--- src/rtl/pulse_arb_pkg.sv ---
// Shared state encoding, default parameters and index helper for the pulse channel arbiter.
package pulse_arb_pkg;

    localparam int DEF_N_REQ   = 4;
    localparam int DEF_CNT_W   = 3;
    localparam int DEF_GAP     = 2;
    localparam int DEF_TIMEOUT = 64;

    typedef enum logic [2:0] {
        ST_IDLE,
        ST_SEND,
        ST_WAIT_ACK,
        ST_WAIT_REL,
        ST_HOLD
    } arb_state_e;

    // Single wrap is enough: callers never pass an index of 2*n or more.
    function automatic int wrap_idx(input int idx, input int n);
        return (idx >= n) ? idx - n : idx;
    endfunction

endpackage

--- src/rtl/pulse_chan_arbiter_rr_pick.sv ---
// Combinational round-robin search: first set request bit strictly after ptr_i, with wrap.
module rr_pick
    import pulse_arb_pkg::*;
#(
    parameter int N_REQ = DEF_N_REQ,
    parameter int ID_W  = $clog2(N_REQ)
) (
    input  logic [N_REQ-1:0] req_i,
    input  logic [ID_W-1:0]  ptr_i,
    output logic             valid_o,
    output logic [ID_W-1:0]  idx_o
);

    int j;

    // Scan the farthest offset first so the nearest requester after the pointer wins.
    always_comb begin
        valid_o = 1'b0;
        idx_o   = '0;
        j       = 0;
        for (int k = N_REQ; k >= 1; k--) begin
            j = wrap_idx(int'(ptr_i) + k, N_REQ);
            if (req_i[j[ID_W-1:0]]) begin
                valid_o = 1'b1;
                idx_o   = j[ID_W-1:0];
            end
        end
    end

endmodule

--- src/rtl/pulse_chan_arbiter.sv ---
// Round-robin scheduler sharing one pulse CDC channel among N_REQ requesters.
// Define ARB_TIMEOUT_EN to bound both handshake wait states by TIMEOUT cycles.
module pulse_chan_arbiter
    import pulse_arb_pkg::*;
#(
    parameter int N_REQ   = DEF_N_REQ,
    parameter int ID_W    = $clog2(N_REQ),
    parameter int CNT_W   = DEF_CNT_W,
    parameter int GAP     = DEF_GAP,
    parameter int TIMEOUT = DEF_TIMEOUT
) (
    input  logic             clk,
    input  logic             rst_n,
    input  logic [N_REQ-1:0] req_pulse,
    output logic             chan_pulse,
    output logic [ID_W-1:0]  chan_id,
    input  logic             chan_ack,
    output logic             busy,
    output logic [N_REQ-1:0] pending,
    output logic [N_REQ-1:0] overflow,
    output logic             timeout_err
);

    localparam logic [CNT_W-1:0] CNT_MAX  = '1;
    localparam logic [3:0]       GAP_LAST = 4'(GAP);

    arb_state_e       state_q, state_d;
    logic [N_REQ-1:0] pending_q, pending_d;
    logic [N_REQ-1:0] overflow_q, ovf_set;
    logic [ID_W-1:0]  ptr_q, id_q, pick_idx;
    logic             pick_valid, grant, tmo_hit;
    logic             chan_pulse_q, chan_pulse_d;
    logic [3:0]       hold_q, hold_d;

    rr_pick #(
        .N_REQ (N_REQ),
        .ID_W  (ID_W)
    ) u_pick (
        .req_i   (pending_q),
        .ptr_i   (ptr_q),
        .valid_o (pick_valid),
        .idx_o   (pick_idx)
    );

    for (genvar gi = 0; gi < N_REQ; gi++) begin : g_cnt
        logic [CNT_W-1:0] cnt_q, cnt_d;
        logic             dec, at_max;

        assign dec         = grant && (pick_idx == ID_W'(gi));
        assign at_max      = (cnt_q == CNT_MAX);
        assign ovf_set[gi] = req_pulse[gi] && !dec && at_max;

        // An event arriving with its own grant cancels out and is never counted as dropped.
        always_comb begin
            cnt_d = cnt_q;
            if (req_pulse[gi] && !dec && !at_max) begin
                cnt_d = cnt_q + 1'b1;
            end else if (dec && !req_pulse[gi]) begin
                cnt_d = cnt_q - 1'b1;
            end
        end

        assign pending_d[gi] = (cnt_d != '0);

        always_ff @(posedge clk or negedge rst_n) begin
            if (!rst_n) begin
                cnt_q <= '0;
            end else begin
                cnt_q <= cnt_d;
            end
        end
    end

    always_comb begin
        state_d = state_q;
        grant   = 1'b0;
        case (state_q)
            ST_IDLE: begin
                if (pick_valid) begin
                    grant   = 1'b1;
                    state_d = ST_SEND;
                end
            end
            ST_SEND: state_d = ST_WAIT_ACK;
            ST_WAIT_ACK: begin
                if (chan_ack) begin
                    state_d = ST_WAIT_REL;
                end else if (tmo_hit) begin
                    state_d = ST_HOLD;
                end
            end
            ST_WAIT_REL: begin
                if (!chan_ack || tmo_hit) begin
                    state_d = ST_HOLD;
                end
            end
            ST_HOLD: begin
                if (hold_q == GAP_LAST) begin
                    state_d = ST_IDLE;
                end
            end
            default: state_d = ST_IDLE;
        endcase
    end

    assign chan_pulse_d = (state_d == ST_SEND);
    // HOLD lasts GAP+1 cycles; the counter restarts on every entry.
    assign hold_d       = (state_q == ST_HOLD && state_d == ST_HOLD) ? hold_q + 4'd1 : 4'd0;

    always_ff @(posedge clk or negedge rst_n) begin
        if (!rst_n) begin
            state_q      <= ST_IDLE;
            ptr_q        <= ID_W'(N_REQ - 1);
            id_q         <= '0;
            chan_pulse_q <= 1'b0;
            pending_q    <= '0;
            overflow_q   <= '0;
            hold_q       <= 4'd0;
        end else begin
            state_q      <= state_d;
            chan_pulse_q <= chan_pulse_d;
            pending_q    <= pending_d;
            overflow_q   <= overflow_q | ovf_set;
            hold_q       <= hold_d;
            if (grant) begin
                ptr_q <= pick_idx;
                id_q  <= pick_idx;
            end
        end
    end

`ifdef ARB_TIMEOUT_EN
    localparam int TMO_W = $clog2(TIMEOUT + 1);

    logic [TMO_W-1:0] tmo_q;
    logic             timeout_err_q;
    logic             in_wait;

    assign in_wait = (state_q == ST_WAIT_ACK) || (state_q == ST_WAIT_REL);
    assign tmo_hit = in_wait && (tmo_q == TMO_W'(TIMEOUT - 1));

    // In WAIT_REL a move to HOLD is only a timeout if the ack is still high.
    always_ff @(posedge clk or negedge rst_n) begin
        if (!rst_n) begin
            tmo_q         <= '0;
            timeout_err_q <= 1'b0;
        end else begin
            tmo_q <= (in_wait && state_d == state_q) ? tmo_q + 1'b1 : '0;
            if (tmo_hit && state_d == ST_HOLD && (state_q == ST_WAIT_ACK || chan_ack)) begin
                timeout_err_q <= 1'b1;
            end
        end
    end

    assign timeout_err = timeout_err_q;
`else
    localparam int unused_timeout = TIMEOUT;

    assign tmo_hit     = 1'b0;
    assign timeout_err = 1'b0;
`endif

    assign chan_pulse = chan_pulse_q;
    assign chan_id    = id_q;
    assign busy       = (state_q != ST_IDLE);
    assign pending    = pending_q;
    assign overflow   = overflow_q;

endmodule

--- config.mk ---
export PLATFORM = sky130hd
export DESIGN_NAME = pulse_chan_arbiter
export DESIGN_NICKNAME = d
export VERILOG_FILES = /design/src/rtl/pulse_arb_pkg.sv /design/src/rtl/pulse_chan_arbiter_rr_pick.sv /design/src/rtl/pulse_chan_arbiter.sv
export SDC_FILE = /design/constraint.sdc
export NUM_CORES = 1
export LEC_CHECK = 0
export CORE_ASPECT_RATIO = 0.9
export CORE_MARGIN = 4
export CORE_UTILIZATION = 51
export DETAILED_ROUTE_END_ITERATION = 16
export PLACE_DENSITY = 0.86
export SETUP_SLACK_MARGIN = 0.4
export SKIP_LAST_GASP = 1
export SLEW_MARGIN = 30
export SYNTH_ARGS = -nofsm -noshare
export SYNTH_HDL_FRONTEND = slang
export SYNTH_SLANG_ARGS = --single-unit
--- constraint.sdc ---
create_clock -name clk -period 1.9 [get_ports clk]
set_input_delay 0.285 -clock clk [delete_from_list [all_inputs] [get_ports clk]]
set_output_delay 0.285 -clock clk [all_outputs]
set_load 0.1 [all_outputs]
# After elaboration in Yosys (flattened, before gate mapping)
# Index checks and enable logic that the tools add are counted.
# word_totals
regBits	32
input_bits	7
out_inout_bits	13
wordCells	127
# op_classes
add_sub_neg	17
n_lt_le_gt_ge	8
eq_ne	14
n_mux	36
n_bitwise	1
n_reduce_logical	40
# op_table
op	n
$mux W3	12
$logic_and A1 B1 Y1	21
$eq A3 B3 Y1 const B	6
$mux W2	8
$pmux W3 S5	1
$reduce_bool A3 Y1	5
$add A3 B1 Y3 const B	4
$logic_not A1 Y1	12
$lt A2 B3 Y1 const B	4
$sub A3 B1 Y3 const B	4
$mux W1	10
$ge A3 B3 Y1 const B	3
$bmux W1 S2	4
$sub A2 B1 Y2 const B	4
$add A2 B2 Y3 const B	2
$eq A3 B1 Y1 const B	2
$eq A3 B2 Y1 const B	2
$add A2 B3 Y4 const B	1
$add A4 B1 Y4 const B	1
$eq A2 B2 Y1 const B	2
$eq A4 B2 Y1 const B	1
$ge A4 B3 Y1 const B	1
$mux W4	1
$or A4 B4 Y4	1
4 further kinds	4

# Logic depth before layout (Yosys ltp)
# logic_depth
word_depth	17
ltp_mapped	8
mapped_depth_nobuf	7

# By module
# Synthesis repeated with hierarchy kept, for this count alone.
# unflattened
hier_cells	202
hier_area_um2	1964.4
# modules_own_cells
mod	n_inst	cells_per_inst	area_per_inst_um2	seq_area_each_um2
pulse_chan_arbiter	1	188	1873.0	803.3
rr_pick	1	14	91.3	0.0

# Least setup slack after synthesis
# Ideal clock, no wire load.
# synth_timing
path_type	flip-flop to flip-flop
startpoint	register pending_q[3], in the netlist pending[3]
endpoint	register pending_q[0], in the netlist pending[0]
setup_time_ns	0.142
t_arrival_ns	2.318
required_ns	1.758
slack_ns	-0.559
path_stages_with_launch	8
path_buffers	1
synth_period_minus_slack_ns	2.459
cell_sequence	dfrtp_1 > and2b_1 > o21ai_2 > and3_1 > buf_4 > a21oi_1 > a2111oi_0 > o32ai_1
# synth_between
elab_chain_len	14
elab_cells_between_ends	27
classes_between	mux: 20; reduce/logical: 7
# synth_rtl
element	line_no	text
from (decl)	pulse_chan_arbiter.sv:28	logic [N_REQ-1:0] pending_q, pending_d;
from (signal assigned)	pulse_chan_arbiter.sv:122	pending_q <= pending_d;
$bmux W1 S2	pulse_chan_arbiter_rr_pick.sv:23	if (req_i[j[ID_W-1:0]]) begin
$mux W1 (not written as such)	pulse_chan_arbiter_rr_pick.sv:23	
$mux W1 (4 in series)	pulse_chan_arbiter_rr_pick.sv:23	
$mux W1	pulse_chan_arbiter.sv:79	if (pick_valid) begin
$mux W1	pulse_chan_arbiter.sv:77	case (state_q)
$logic_and A1 B1 Y1 (*)	pulse_chan_arbiter.sv:49	assign dec = grant && (pick_idx == ID_W'(gi));
$logic_not A1 Y1	pulse_chan_arbiter.sv:56	if (req_pulse[gi] && !dec && !at_max) begin
$logic_and A1 B1 Y1 (2 in series)	pulse_chan_arbiter.sv:56	
$mux W3 (*)	pulse_chan_arbiter.sv:56	
$reduce_bool A3 Y1 (*)	pulse_chan_arbiter.sv:63	assign pending_d[gi] = (cnt_d != '0);
net pending_d[0]	pulse_chan_arbiter.sv:28	
# The timed path passes the listed nets; every way through them passes the cells marked *. The select of a mux whose other input is x is not followed.
# A chain may end at the register's enable or synchronous reset.

# Final worst setup path
# layout_timing
startpoint	register state_q[2]
endpoint	register pending_q[2], in the netlist pending[2]
# layout_between
elab_chain_len	8
elab_cells_between_ends	10
classes_between	mux: 3; reduce/logical: 7
# layout_rtl
element	line_no	text
from (decl)	pulse_chan_arbiter.sv:27	arb_state_e state_q, state_d;
from (signal assigned)	pulse_chan_arbiter.sv:120	state_q <= state_d;
$logic_not A3 Y1 (*)	pulse_chan_arbiter.sv:77	
$mux W1 (*)	pulse_chan_arbiter.sv:77	
$logic_and A1 B1 Y1 (*)	pulse_chan_arbiter.sv:49	
$logic_not A1 Y1	pulse_chan_arbiter.sv:56	
$logic_and A1 B1 Y1 (2 in series)	pulse_chan_arbiter.sv:56	
$mux W3 (*)	pulse_chan_arbiter.sv:56	
$reduce_bool A3 Y1 (*)	pulse_chan_arbiter.sv:63	
net pending_d[2]	pulse_chan_arbiter.sv:28	
# The timed path passes the listed nets; every way through them passes the cells marked *.

==> out/qor.txt <==
Count of maximum capacitance violations -> 0
Number of detailed-route iterations in the first pass -> 5
Leading cell type in the layout, fill and taps excluded -> sky130_fd_sc_hd__buf_4
Fill cell total of the finished layout -> 156
Worst path setup slack after routing -> -0.2073 ns
Total gr overflow -> 0
Drt first-iter violations -> 213
Worst Clk Skew -> 0.01042 ns
Overall die area -> 5076 um^2
Async SR Flop Fraction -> 1.000
Wire length after detailed routing -> 7.732 mm
Predominant post-synthesis flop cell -> sky130_fd_sc_hd__dfrtp_1
Clock latency on the worst-skew pair -> 0.29 ns
Launching element type of the critical path -> flop
Cells after synthesis -> 211
Antenna violations before repair -> 0
Crit path arrival time -> 2.34 ns
Violations in the final reports -> negative setup slack
Area growth, synth to finish -> 58.40%
Startpoint of the worst register-to-register path -> state_q[2]
Type of the worst setup path -> flop to flop
Run status -> finished, violations left
Commonest cells after routing, fill and taps aside -> sky130_fd_sc_hd__buf_4 (43), sky130_fd_sc_hd__buf_6 (29), sky130_fd_sc_hd__dfrtp_1 (26)
Crit-path max FO -> 6
Count of synthesis-stage warnings from yosys -> 0
Total negative slack -> -1.895 ns
CTS H-Tree Depth -> 2
RSZ-0062 raised after global routing -> true
Maximum number of pins on one net before global-route repair -> 33
Count of flip-flops with a built-in enable after synthesis -> 0
Share of final-layout standard cells stronger than drive strength 1 -> 0.4644
Width of the die -> 74.66 um
DRT antenna net count -> 0
First-pass GRT wire length -> 9.487 mm
Critical Path End Type -> flop
Synthesized netlist net count -> 232
Setup Viol. Count Final -> 17
Post-detailed-route wirelength per cell -> 22.67 um
Ports placed on the boundary -> 20
Clock tree from TritonCTS -> done
Drt drc -> 0
Num rows -> 21
Min Tclk post-route -> 2.107 ns
Gr usage total -> 0.2475
HPWL after detailed placement -> 3.319 mm
Total inserted antenna cells -> 0
Via count of the first global-routing pass -> 1983
Synthesized area divided by synthesized cell count -> 9.666 um^2
Initial Util -> 0.5390
Core region area -> 3784 um^2
Cell count of the worst reg-to-reg path -> 7
Req. time, crit path -> 2.13 ns
Clock-pin slew reported for the worst setup and hold paths after clock tree synthesis -> 0.08 ns
Via density -> 6.352
Register-to-register path setup slack -> -0.21 ns
Hold violation count in the final report -> 0
Worst min path class -> input port to async pin
Buffer type at the clock tree root -> sky130_fd_sc_hd__clkbuf_8
Number of buffers on the longest clock path -> 2
Register bit count reported by yosys -> 32
Utilization of the core after routing -> 0.8538
Total of buffers placed on input and output ports -> 18
Pins over their slew limit -> 0
Number of nets at the end of the flow -> 315
Via count -> 2166
Cts bufs inserted -> 5
Synthesized cell area -> 2039 um^2
Reg-to-reg endpoint -> pending[2]
Chip Height -> 67.99 um
Routability cong. -> 0.8712
Synth unique cells -> 54
Ratio of final minimum period to clock period -> 1.109
TritonCTS Sinks -> 32
Upper clock frequency limit -> 474.5 MHz
Sequential share of the synthesized area -> 0.3939
-- stage by stage --
step | cell area (um^2) | hold WS (ns) | std cells | setup WS (ns)
floorplan | 2093 | -0.01059 | 211 | -0.1940
global placement | 2491 | 0.4537 | 297 | -0.06023
detailed placement | 2491 | 0.4615 | 297 | -0.1160
CTS | 2849 | 0.4147 | 323 | -0.08158
global route | 3231 | 0.4670 | 341 | -0.2817
finish | 3231 | 0.4528 | 341 | -0.2073
-- routing by layer --
metal | track usage | vias to the layer above | share of wire
met5 | 0 | - | 0
met4 | 0.1044 | 0 | 0.036
met3 | 0.05727 | 35 | 0.064
met2 | 0.4068 | 141 | 0.48
met1 | 0.3123 | 1061 | 0.42
li1 | - | 929 | -
-- layout make-up --
cell class / instances / area [um^2] / area share
clock buffers: 6 / 82.58 / 0.02556
clock inverters: 2 / 10.01 / 0.003098
multi-input cells: 160 / 1424 / 0.4407
repair buffers: 82 / 789.5 / 0.2444
flip-flops and latches: 32 / 815.8 / 0.2525
inverters: 13 / 51.30 / 0.01588
well taps: 46 / 57.56 / 0.01782
-- state kept, by name (all words and copies together) (netlist names) --
register     cells
chan_id          2
chan_pulse       1
g_cnt.cnt_q     12
hold_q           4
overflow         4
pending          4
ptr_q            2
state_q          3
-- synth_stat cells (2+ instances only) --
cell	number	share of area
sky130_fd_sc_hd__dfrtp_1	30	0.37
sky130_fd_sc_hd__dfstp_2	2	0.026
sky130_fd_sc_hd__and3_1	2	0.0061
sky130_fd_sc_hd__a211oi_1	4	0.015
sky130_fd_sc_hd__nand4_1	3	0.0092
sky130_fd_sc_hd__nand3_1	3	0.0074
sky130_fd_sc_hd__xnor2_1	7	0.030
sky130_fd_sc_hd__o21bai_1	2	0.0074
sky130_fd_sc_hd__inv_1	12	0.022
sky130_fd_sc_hd__nor2b_1	2	0.0061
sky130_fd_sc_hd__nor2_1	17	0.031
sky130_fd_sc_hd__clkbuf_1	2	0.0037
sky130_fd_sc_hd__o21ai_1	3	0.0074
sky130_fd_sc_hd__a2bb2oi_1	2	0.0086
sky130_fd_sc_hd__o21ai_0	9	0.022
sky130_fd_sc_hd__xor2_1	2	0.0086
sky130_fd_sc_hd__ha_1	14	0.086
sky130_fd_sc_hd__nand2_1	13	0.024
sky130_fd_sc_hd__a21oi_1	14	0.034
sky130_fd_sc_hd__nor2_2	3	0.0092
sky130_fd_sc_hd__o211ai_1	3	0.011
sky130_fd_sc_hd__mux2i_1	9	0.044
sky130_fd_sc_hd__nand2b_1	5	0.015
sky130_fd_sc_hd__a31o_2	2	0.0086
sky130_fd_sc_hd__or3_1	4	0.012
sky130_fd_sc_hd__nor3_1	6	0.015
sky130_fd_sc_hd__a21o_1	4	0.015
sky130_fd_sc_hd__o31ai_1	3	0.011
sky130_fd_sc_hd__nand3b_1	3	0.011
sky130_fd_sc_hd__buf_4	2	0.0074
-- critical path, stage by stage (launching register included) --
cell and delay, ns:
sky130_fd_sc_hd__dfrtp_1 0.41, sky130_fd_sc_hd__or3_4 0.41, sky130_fd_sc_hd__a21o_4 0.25, sky130_fd_sc_hd__buf_6 0.15
sky130_fd_sc_hd__nor3_4 0.20, sky130_fd_sc_hd__buf_4 0.15, sky130_fd_sc_hd__mux2i_1 0.26, sky130_fd_sc_hd__mux2_2 0.20
-- what timing repair did --
| item | CTS | global route |
|---|---|---|
| cloned | 2 | 0 |
| hold buffers | 0 | 0 |
| pin swaps | 17 | 27 |
| buffers inserted | 16 | 18 |
| setup endpoints to repair | 25 | 25 |
| resized for setup | 35 | 48 |
-- kinds of logic after synthesis --
kind of cell             Yosys count  synth area share
AND/OR/NAND/NOR                   68            0.1810
multiplexers                      10           0.04969
other                              1          0.001839
XOR/XNOR                           9           0.03865
buffers and inverters             19           0.04294
AO/OA/AOI/OAI                     58            0.2061
adder cells (fa/ha/maj)           14           0.08589
flip-flops                        32            0.3939
-- how the worst max path moves through the flow --
stage                     from                 to  depth (start not counted)  slack [ns]
floorplan           state_q[1]  g_cnt[3].cnt_q[2]                          7       -0.19
global placement      ptr_q[0]  g_cnt[1].cnt_q[0]                          7       -0.06
detailed placement    ptr_q[0]  g_cnt[1].cnt_q[0]                          7       -0.12
CTS                 state_q[2]  g_cnt[1].cnt_q[0]                          7       -0.08
global route          ptr_q[0]         pending[2]                          9       -0.28
finish              state_q[2]         pending[2]                          7       -0.21
Power is not shown: default switching activity piles up to over one toggle a cycle in this logic, so the estimate is an artifact.
